## config.mk

```make
export PLATFORM = sky130hd
export DESIGN_NAME = dds_phase_gen_flat
export DESIGN_NICKNAME = d
export VERILOG_FILES = /design/src/rtl/dds_phase_gen_if.sv /design/src/rtl/dds_phase_gen.sv /design/src/flat_wrapper.sv
export SDC_FILE = /design/constraint.sdc
export NUM_CORES = 1
export LEC_CHECK = 0
export BUFFER_PORTS_ARGS = -buffer_cell sky130_fd_sc_hd__buf_4
export CORE_MARGIN = 4
export CORE_UTILIZATION = 53
export CTS_CLUSTER_SIZE = 10
export DETAILED_ROUTE_END_ITERATION = 7
export GPL_TIMING_DRIVEN = 1
export HOLD_SLACK_MARGIN = 0.12
export PLACE_DENSITY = 0.74
export SYNTH_ARGS = -nofsm -noshare
export SYNTH_HDL_FRONTEND = slang
export SYNTH_SLANG_ARGS = --single-unit
```

## constraint.sdc

```tcl
create_clock -name clk -period 6.1 [get_ports clk]
set_input_delay 0.61 -clock clk [delete_from_list [all_inputs] [get_ports clk]]
set_output_delay 0.61 -clock clk [all_outputs]
set_load 0.005 [all_outputs]
```

## src/rtl/dds_phase_gen_if.sv

```systemverilog
// -----------------------------------------------------------------------------
// dds_phase_gen_if
// Bundles the tuning/control inputs, the external quarter-wave ROM port and the
// DAC sample outputs of the DDS phase generator.
//   freq_c/freq_load : tuning word and its one-cycle load strobe
//   phase_off        : 16-bit phase offset applied to the top of the accumulator
//   enable/ph_clr    : accumulate enable and synchronous accumulator clear
//   rom_addr         : quarter-wave ROM address (DDS -> ROM)
//   rom_data         : unsigned ROM magnitude, one cycle after rom_addr (ROM -> DDS)
//   dac_data         : offset-binary DAC sample
//   dac_valid        : sample belongs to an enabled accumulator cycle
//   wrap             : accumulator carry-out pulse
// master = controller/ROM side, slave = dds_phase_gen.
// -----------------------------------------------------------------------------
interface dds_phase_gen_if #(
    parameter int PHASE_W = 64,
    parameter int ADDR_W  = 12,
    parameter int DATA_W  = 14
);
    logic [PHASE_W-1:0] freq_c;
    logic               freq_load;
    logic [15:0]        phase_off;
    logic               enable;
    logic               ph_clr;
    logic [ADDR_W-1:0]  rom_addr;
    logic [DATA_W-2:0]  rom_data;
    logic [DATA_W-1:0]  dac_data;
    logic               dac_valid;
    logic               wrap;

    modport master (
        output freq_c, freq_load, phase_off, enable, ph_clr, rom_data,
        input  rom_addr, dac_data, dac_valid, wrap
    );

    modport slave (
        input  freq_c, freq_load, phase_off, enable, ph_clr, rom_data,
        output rom_addr, dac_data, dac_valid, wrap
    );
endinterface

```

## src/rtl/dds_phase_gen.sv

```systemverilog
// -----------------------------------------------------------------------------
// dds_phase_gen
// Phase accumulator plus quarter-wave sine reconstruction. The tuning word is
// latched on freq_load without touching the accumulator, so frequency changes
// are phase-continuous. The top 16 accumulator bits plus phase_off are folded
// into a quarter-wave ROM address; the ROM magnitude is then mirrored about
// mid-scale to rebuild the full wave as offset-binary DAC codes.
// Ports:
//   clk  : system clock
//   rst  : asynchronous, active-low reset
//   bus  : dds_phase_gen_if.slave (control inputs, ROM port, DAC outputs)
// Latency: accumulate edge N -> rom_addr at N+1 -> rom_data at N+2 ->
//          dac_data/dac_valid at N+3.
// -----------------------------------------------------------------------------
module dds_phase_gen #(
    parameter int                 PHASE_W = 64,
    parameter int                 ADDR_W  = 12,
    parameter int                 DATA_W  = 14,
    parameter logic [PHASE_W-1:0] FCW_RST = PHASE_W'(64'd153722867281)
) (
    input logic            clk,
    input logic            rst,
    dds_phase_gen_if.slave bus
);

    localparam logic [DATA_W-1:0] MID = {1'b1, {(DATA_W-1){1'b0}}};

    // Quadrants 1 and 3 run the quarter wave backwards, so the index is mirrored.
    function automatic logic [ADDR_W-1:0] fold_addr(input logic odd_quad,
                                                    input logic [ADDR_W-1:0] idx);
        return odd_quad ? ~idx : idx;
    endfunction

    // Lower half-wave (quadrants 2,3) is the negated magnitude; adding the
    // signed value to mid-scale yields offset binary. |mag| <= MID-1 keeps the
    // result within 1..2*MID-1, so no saturation is required.
    function automatic logic [DATA_W-1:0] to_offset_binary(input logic [1:0] quad,
                                                           input logic [DATA_W-2:0] mag);
        logic signed [DATA_W-1:0] smp;
        smp = quad[1] ? -$signed({1'b0, mag}) : $signed({1'b0, mag});
        return MID + $unsigned(smp);
    endfunction

    logic [PHASE_W-1:0] fcw_q, fcw_d;
    logic [PHASE_W-1:0] acc_q, acc_d;
    logic               wrap_q, wrap_d;
    logic               vld_p0_q, vld_p0_d;
    logic [ADDR_W-1:0]  rom_addr_q, rom_addr_d;
    logic [1:0]         quad_p1_q, quad_p1_d;
    logic               vld_p1_q, vld_p1_d;
    logic [1:0]         quad_p2_q, quad_p2_d;
    logic               vld_p2_q, vld_p2_d;
    logic [DATA_W-1:0]  dac_data_q, dac_data_d;
    logic               dac_valid_q, dac_valid_d;

    logic [PHASE_W:0]   sum_c;
    logic [1:0]         quad_c;
    logic [ADDR_W-1:0]  idx_c;
    logic [1:0]         phase_unused;

    always_comb begin
        fcw_d        = fcw_q;
        acc_d        = acc_q;
        wrap_d       = 1'b0;
        sum_c        = {1'b0, acc_q} + {1'b0, fcw_q};

        // Stage 0: tuning register and accumulator. A load in the same cycle
        // as an accumulate only affects the following accumulation.
        if (bus.freq_load) begin
            fcw_d = bus.freq_c;
        end
        if (bus.ph_clr) begin
            acc_d = '0;
        end else if (bus.enable) begin
            acc_d  = sum_c[PHASE_W-1:0];
            wrap_d = sum_c[PHASE_W];
        end
        vld_p0_d     = bus.enable;

        // Stage 1: phase offset and quarter-wave fold.
        {quad_c, idx_c, phase_unused} = acc_q[PHASE_W-1 -: 16] + bus.phase_off;
        rom_addr_d   = fold_addr(quad_c[0], idx_c);
        quad_p1_d    = quad_c;
        vld_p1_d     = vld_p0_q;

        // Stage 2: external ROM read in flight.
        quad_p2_d    = quad_p1_q;
        vld_p2_d     = vld_p1_q;

        // Stage 3: rebuild the signed sample as offset binary.
        dac_data_d   = to_offset_binary(quad_p2_q, bus.rom_data);
        dac_valid_d  = vld_p2_q;
    end

    always_ff @(posedge clk or negedge rst) begin
        if (!rst) begin
            fcw_q       <= FCW_RST;
            acc_q       <= '0;
            wrap_q      <= 1'b0;
            vld_p0_q    <= 1'b0;
            rom_addr_q  <= '0;
            quad_p1_q   <= '0;
            vld_p1_q    <= 1'b0;
            quad_p2_q   <= '0;
            vld_p2_q    <= 1'b0;
            dac_data_q  <= MID;
            dac_valid_q <= 1'b0;
        end else begin
            fcw_q       <= fcw_d;
            acc_q       <= acc_d;
            wrap_q      <= wrap_d;
            vld_p0_q    <= vld_p0_d;
            rom_addr_q  <= rom_addr_d;
            quad_p1_q   <= quad_p1_d;
            vld_p1_q    <= vld_p1_d;
            quad_p2_q   <= quad_p2_d;
            vld_p2_q    <= vld_p2_d;
            dac_data_q  <= dac_data_d;
            dac_valid_q <= dac_valid_d;
        end
    end

    assign bus.rom_addr  = rom_addr_q;
    assign bus.dac_data  = dac_data_q;
    assign bus.dac_valid = dac_valid_q;
    assign bus.wrap      = wrap_q;

endmodule

```

## src/flat_wrapper.sv

```systemverilog
// flat-port wrapper written by rule: the top's interface ports become plain ports
module dds_phase_gen_flat 
#(
    parameter int                 PHASE_W = 64,
    parameter int                 ADDR_W  = 12,
    parameter int                 DATA_W  = 14,
    parameter logic [PHASE_W-1:0] FCW_RST = PHASE_W'(64'd153722867281)
)
  (clk, rst, bus_freq_c, bus_freq_load, bus_phase_off, bus_enable, bus_ph_clr, bus_rom_data, bus_rom_addr, bus_dac_data, bus_dac_valid, bus_wrap);
  dds_phase_gen_if #(.PHASE_W(PHASE_W), .ADDR_W(ADDR_W), .DATA_W(DATA_W)) bus_i ();
  input logic clk;
  input logic rst;
  input wire logic [$bits(bus_i.freq_c)-1:0] bus_freq_c;
  input wire logic [$bits(bus_i.freq_load)-1:0] bus_freq_load;
  input wire logic [$bits(bus_i.phase_off)-1:0] bus_phase_off;
  input wire logic [$bits(bus_i.enable)-1:0] bus_enable;
  input wire logic [$bits(bus_i.ph_clr)-1:0] bus_ph_clr;
  input wire logic [$bits(bus_i.rom_data)-1:0] bus_rom_data;
  output wire logic [$bits(bus_i.rom_addr)-1:0] bus_rom_addr;
  output wire logic [$bits(bus_i.dac_data)-1:0] bus_dac_data;
  output wire logic [$bits(bus_i.dac_valid)-1:0] bus_dac_valid;
  output wire logic [$bits(bus_i.wrap)-1:0] bus_wrap;
  assign bus_i.freq_c = bus_freq_c;
  assign bus_i.freq_load = bus_freq_load;
  assign bus_i.phase_off = bus_phase_off;
  assign bus_i.enable = bus_enable;
  assign bus_i.ph_clr = bus_ph_clr;
  assign bus_i.rom_data = bus_rom_data;
  assign bus_rom_addr = bus_i.rom_addr;
  assign bus_dac_data = bus_i.dac_data;
  assign bus_dac_valid = bus_i.dac_valid;
  assign bus_wrap = bus_i.wrap;
  dds_phase_gen #(.PHASE_W(PHASE_W), .ADDR_W(ADDR_W), .DATA_W(DATA_W), .FCW_RST(FCW_RST)) u_core (.clk(clk), .rst(rst), .bus(bus_i));
endmodule
```

# Word-level counts from Yosys, hierarchy flattened
# Index checks and enable logic that the tools add are counted.
[op_classes] addsub=4 n_reduce_logical=1 bitwise=1 mux=6
[op_table] op="$mux W64" count=2
[op_table] op="$add A64 B64 Y65" count=1
[op_table] op="$add A16 B16 Y16" count=1
[op_table] op="$add A14 B14 Y14 const A" count=1
[op_table] op="$mux W14" count=1
[op_table] op="$neg A13 Y14" count=1
[op_table] op="$mux W12" count=1
[op_table] op="$not A12 Y12" count=1
[op_table] op="$mux W1" count=2
[op_table] op="$reduce_bool A2 Y1" count=1
[word_totals] in_bits=98 reg_bits=163 output_inout_bits=28

# Longest topological paths before layout
[logic_depth] depth_word=3 mapped_depth=13 depth_no_buf=13

# Least setup slack after synthesis
# No wires, ideal clock.
[synth_path] path_kind="reg2reg" start="register u_core.fcw_q[0]" end="register u_core.acc_q[42]" synth_period_minus_slack_ps=2926 arrival_time_ps=2857 t_required_ps=6031 setup_time_ps=69 stages_incl_launch_ff=14 path_buffers=0 path_slack_ps=3174 path_cell_list="dfstp_2 ha_1 inv_1 fa_1 nor2b_1 o31ai_1 nand3b_1 a41oi_2 o21ai_4 a31oi_1 o21ai_1 a221oi_2 or4_1 nand3_1"
[synth_between] elab_chain_cells=3
[synth_lines] element="start: declaration" line_no="dds_phase_gen.sv:44" source="logic [PHASE_W-1:0] fcw_q, fcw_d;"
[synth_lines] element="start signal: assignment" line_no="dds_phase_gen.sv:109" source="fcw_q <= fcw_d;"
[synth_lines] element="$add A64 B64 Y65" line_no="dds_phase_gen.sv:65" source="sum_c = {1'b0, acc_q} + {1'b0, fcw_q};"
[synth_lines] element="$mux W64" line_no="dds_phase_gen.sv:74" source="end else if (bus.enable) begin"
[synth_lines] element="$mux W64" line_no="dds_phase_gen.sv:72" source="if (bus.ph_clr) begin"
[synth_lines] element="end signal: assignment" line_no="dds_phase_gen.sv:98" source="acc_q <= '0;"
[synth_lines] element="end signal: assignment" line_no="dds_phase_gen.sv:110" source="acc_q <= acc_d;"
[synth_lines] element="end: declaration" line_no="dds_phase_gen.sv:45" source="logic [PHASE_W-1:0] acc_q, acc_d;"
# Every way passes these cells. The select of a mux whose other input is x is not followed.
# A chain may end at the register's enable or synchronous reset.

# Worst setup path after layout
[layout_path] start="register u_core.acc_q[49]" end="register u_core.rom_addr_q[2] (netlist: u_core.bus.rom_addr[2])"
[layout_between] elab_chain_cells=3
[layout_lines] element="$add A16 B16 Y16 *" line_no="dds_phase_gen.sv:81" source="{quad_c, idx_c, phase_unused} = acc_q[PHASE_W-1 -: 16] + bus.phase_off;"
[layout_lines] element="$not A12 Y12" line_no="dds_phase_gen.sv:31" source="return odd_quad ? ~idx : idx;"
[layout_lines] element="$mux W12 *" line_no="dds_phase_gen.sv:31"
[layout_lines] element="net u_core.rom_addr_d[2]" line_no="dds_phase_gen.sv:48" source="logic [ADDR_W-1:0] rom_addr_q, rom_addr_d;"
[layout_lines] element="end signal: assignment" line_no="dds_phase_gen.sv:113" source="rom_addr_q <= rom_addr_d;"
[layout_lines] element="end: declaration" line_no="dds_phase_gen.sv:48"
# Mark *: on every way through the listed nets, which the timed path passes. The rest lies on a longest branch.

==> load_flow_metrics.sql <==
INSERT INTO impl_metrics (metric_group, metric, value, unit) VALUES
('route', 'detail_route.drc_violations', '0', ''),
('final_layout', 'final_layout_size_suffix_gt1_share', '24.2', '%'),
('global_route', 'first_global_vias', '7885', ''),
('cts', 'clock-root-buffer', 'clkbuf_16', ''),
('floorplanning', 'io_pins', '126', ''),
('synth', 'synth_top_family_by_area', 'compound AO/OA/AOI/OAI gates', ''),
('final_layout', 'antenna_cells_inserted', '0', ''),
('floorplanning', 'core-area', '19000', 'um^2'),
('setup_path', 'worstSetupEndpointType', 'register', ''),
('floorplanning', 'die_area', '21800', 'um^2'),
('synth', 'synth-warning-count', '0', ''),
('setup_path', 'worst-endpoint-required', '6.37', 'ns'),
('timing', 'max_freq', '0.279', 'GHz'),
('power_and_ir_drop', 'ir_drop_worst_vdd', '219', 'uV'),
('setup_path', 'startpoint_type', 'register', ''),
('timing', 'worst-slew-pin-transition', '1.15', 'ns'),
('cts', 'post_cts_hold_buffer_count', '0', ''),
('final_layout', 'area_delta_synth_final', '16.4', '%'),
('timing', 'finalSetupViolations', '0', ''),
('placed_design', 'place.detailed.hpwl', '16700', 'um'),
('setup_path', 'crit_path_max_fanout', '11', ''),
('synth', 'asyncSetResetFlopFracSynth', '100', '%'),
('timing', 'slew_viol_final', '0', ''),
('power_and_ir_drop', 'p_leak', '0.00566', 'uW'),
('global_route', 'overall_global_routing_usage', '21.1', '%'),
('setup_path', 'crit_arrival', '3.85', 'ns'),
('synth', 'yosys.area_share.simple', '12.6', '%'),
('worst_hold_path', 'min_path_type', 'in -> async', ''),
('synth', 'synthMuxAreaShare', '9.85', '%'),
('timing', 'finalSetupTns', '0', 'ns'),
('synth', 'synth_edf_count', '0', ''),
('synth', 'synth.yosys.seq_area_share', '39.2', '%'),
('cts', 'clkTransAtPathRegs', '0.06', 'ns'),
('timing', 'fin_crit', '3.59', 'ns'),
('final_layout', 'final_core_util', '63.5', '%'),
('global_route', 'grt_remaining_overflow', '0', ''),
('outcome', 'run_status', 'finished clean', ''),
('placed_design', 'port-buffer-count', '125', ''),
('power_and_ir_drop', 'pwr_density_cell', '379', 'nW/um^2'),
('final_layout', 'postLayoutCellArea', '12000', 'um^2'),
('timing', 'relSlewSlack', '23.2', '%'),
('cts', 'cts_max_level', '4', ''),
('floorplanning', 'start_util', '54.6', '%'),
('synth', 'synth.distinct_cells', '80', ''),
('synth', 'syn_avg_cell_area', '10.0', 'um^2'),
('timing', 'grt_setup_unrepaired', 'false', ''),
('route', 'route.vias.total', '8057', ''),
('route', 'drt_pre_antenna_iters', '5', ''),
('placed_design', 'post_dp_cell_area', '11400', 'um^2'),
('timing', 'fin_worst_skew', '0.0127', 'ns'),
('cts', 'cts.sink_count', '161', ''),
('route', 'initialDrtViolationCount', '483', ''),
('route', 'drt-wirelength-per-cell', '16.3', 'um'),
('timing', 'fin_crit_sh', '58.8', '%'),
('setup_path', 'worstRegToRegCells', '11', ''),
('synth', 'synth_compound_area_share', '18.4', '%'),
('synth', 'synth-main-ff-cell', 'dfrtp_1', ''),
('cts', 'cts-resized-gates', '0', ''),
('final_layout', 'layout.nets', '1312', ''),
('synth', 'post_synth_xor_area_fraction', '7.62', '%'),
('floorplanning', 'die_y', '148', 'um'),
('synth', 'net_count_after_synthesis', '1211', ''),
('final_layout', 'filler_cell_count', '1578', ''),
('floorplanning', 'dieWidth', '148', 'um'),
('synth', 'synth_adder_area_share', '9.74', '%'),
('route', 'drt-vias-per-instance', '5.73', ''),
('floorplanning', 'rows', '50', ''),
('synth', 'synthesis.area', '10300', 'um^2'),
('synth', 'synth.ff_latch_count', '161', ''),
('route', 'route.antenna.remaining_nets', '0', ''),
('global_route', 'grt_start_max_net_pins', '104', ''),
('cts', 'cts-buffers-inserted', '17', ''),
('global_route', 'antenna_violations_before_repair', '0', ''),
('cts', 'cts_tree', 'done', ''),
('timing', 'final_hold_viol_count', '0', ''),
('cts', 'cts_setup_buffers', '0', ''),
('route', 'finalWirelength', '23000', 'um'),
('global_route', 'first_pass_grt_wire_length', '38300', 'um'),
('cts', 'clockBufferDepth', '2', ''),
('synth', 'syn-instance-count', '1033', ''),
('run', 'cap_violations', '0', ''),
('cts', 'worstSkewPairLatency', '0.43', 'ns'),
('setup_path', 'critPathKind', 'reg -> reg', ''),
('placed_design', 'gp_congestion', '0.880', '');
## kinds of logic (layout without fill, tap and decap cells)
logic type / after synthesis / after routing
fa+ha+maj: 80 / 80
simple gates: 270 / 270
flops: 161 / 161
compound gates: 274 / 274
buf+inv: 64 / 178
xor+xnor: 90 / 90
mux: 94 / 94
## worst paths after layout
path / from / end / slack (ns)
max: u_core.acc_q[49]$_DFFE_PN0P_ / u_core.bus.rom_addr[2]$_DFF_PN0_ / 2.51
min: rst / u_core.bus.dac_data[2]$_DFF_PN0_ / 0.29
max reg2reg: u_core.acc_q[49]$_DFFE_PN0P_ / u_core.bus.rom_addr[2]$_DFF_PN0_ / 2.51
min reg2reg: u_core.quad_p1_q[1]$_DFF_PN0_ / u_core.quad_p2_q[1]$_DFF_PN0_ / 0.35
max in group asynchronous: rst / u_core.acc_q[37]$_DFFE_PN0P_ / 4.48
min in group clk: bus_rom_data[0] / u_core.bus.dac_data[0]$_DFF_PN0_ / 0.33
## per-stage QoR
stage / total power (uW) / hold WS, ns / setup WS (ns) / cells
2_1_floorplan: 2930 / 0.314 / 3.17 / 1033
3_3_place_gp: 3380 / 0.332 / 2.34 / 1375
3_5_place_dp: 3430 / 0.336 / 2.19 / 1375
4_1_cts: 4590 / 0.310 / 2.52 / 1407
5_1_grt: 4890 / 0.305 / 2.16 / 1407
6_report: 4570 / 0.292 / 2.51 / 1407
## state kept, by name, summed over array words and instances, names as in the netlist
| name | count |
|---|---|
| u_core.acc_q | 64 |
| u_core.bus.dac_data | 14 |
| u_core.bus.dac_valid | 1 |
| u_core.bus.rom_addr | 12 |
| u_core.bus.wrap | 1 |
| u_core.dac_valid_d | 1 |
| u_core.fcw_q | 64 |
| u_core.quad_p1_q | 1 |
| u_core.quad_p2_q | 1 |
| u_core.vld_p0_q | 1 |
| u_core.vld_p1_q | 1 |
## where the power goes
part           leakage, uW  internal (uW)  switching (uW)
Combinational      0.00340            913            1070
Clock             0.000300            698             435
Sequential         0.00196           1320             135
## worst max-delay path: stages (launching register included)
cell and delay, ns:
dfrtp_1 0.40, ha_1 0.28, a31oi_1 0.27, o21bai_1 0.16, a21oi_2 0.21, o21ai_1 0.15
o2111ai_1 0.28, a21boi_1 0.17, o211a_1 0.26, o21a_1 0.18, nor2_1 0.87, xnor2_1 0.18
## cell usage after synthesis (10+ instances only)
library cell | number | share of area [%]
mux2_2 | 63 | 6.9
mux2i_1 | 31 | 3.0
o21ai_0 | 52 | 2.5
nor2_1 | 85 | 3.1
xor2_1 | 30 | 2.5
dfrtp_1 | 142 | 34
clkbuf_1 | 30 | 1.1
nor2b_1 | 11 | 0.66
inv_1 | 19 | 0.69
nand4_1 | 19 | 1.1
dfstp_2 | 19 | 4.8
nor3_1 | 10 | 0.48
o21ai_1 | 11 | 0.53
ha_1 | 79 | 9.6
a21oi_1 | 65 | 3.1
xnor2_1 | 60 | 5.1
a21o_1 | 42 | 3.0
nand2b_1 | 12 | 0.73
nand2_1 | 83 | 3.0
o21bai_1 | 13 | 0.94
a31oi_1 | 14 | 0.85
## final cells by class
class	count	area, um^2	area share (%)
inverter	19	71.3	0.592
clock buffer	23	458	3.80
clock inverter	9	156	1.30
timing repair buffer	127	957	7.95
multi-input combinational	808	6020	50.0
tap	260	325	2.70
sequential	161	4050	33.6
## layout by cell type (no fill, tap or decap), types with 17 or more instances in the layout
cell and n:
a21o_1 42, a21oi_1 65, buf_4 126, clkbuf_16 17, dfrtp_1 142, dfstp_2 19
ha_1 79, inv_1 19, mux2_2 63, mux2i_1 31, nand2_1 83, nand4_1 19
nor2_1 84, o21ai_0 52, xnor2_1 60, xor2_1 30
## routing by layer
metal / GRT usage (%) / part of all wire [%]
met2: 34.5 / 47
met4: 5.68 / 1.5
met3: 3.77 / 4.8
met1: 29.2 / 47
met5: 0 / 0
(Power assumes the default switching activity.)
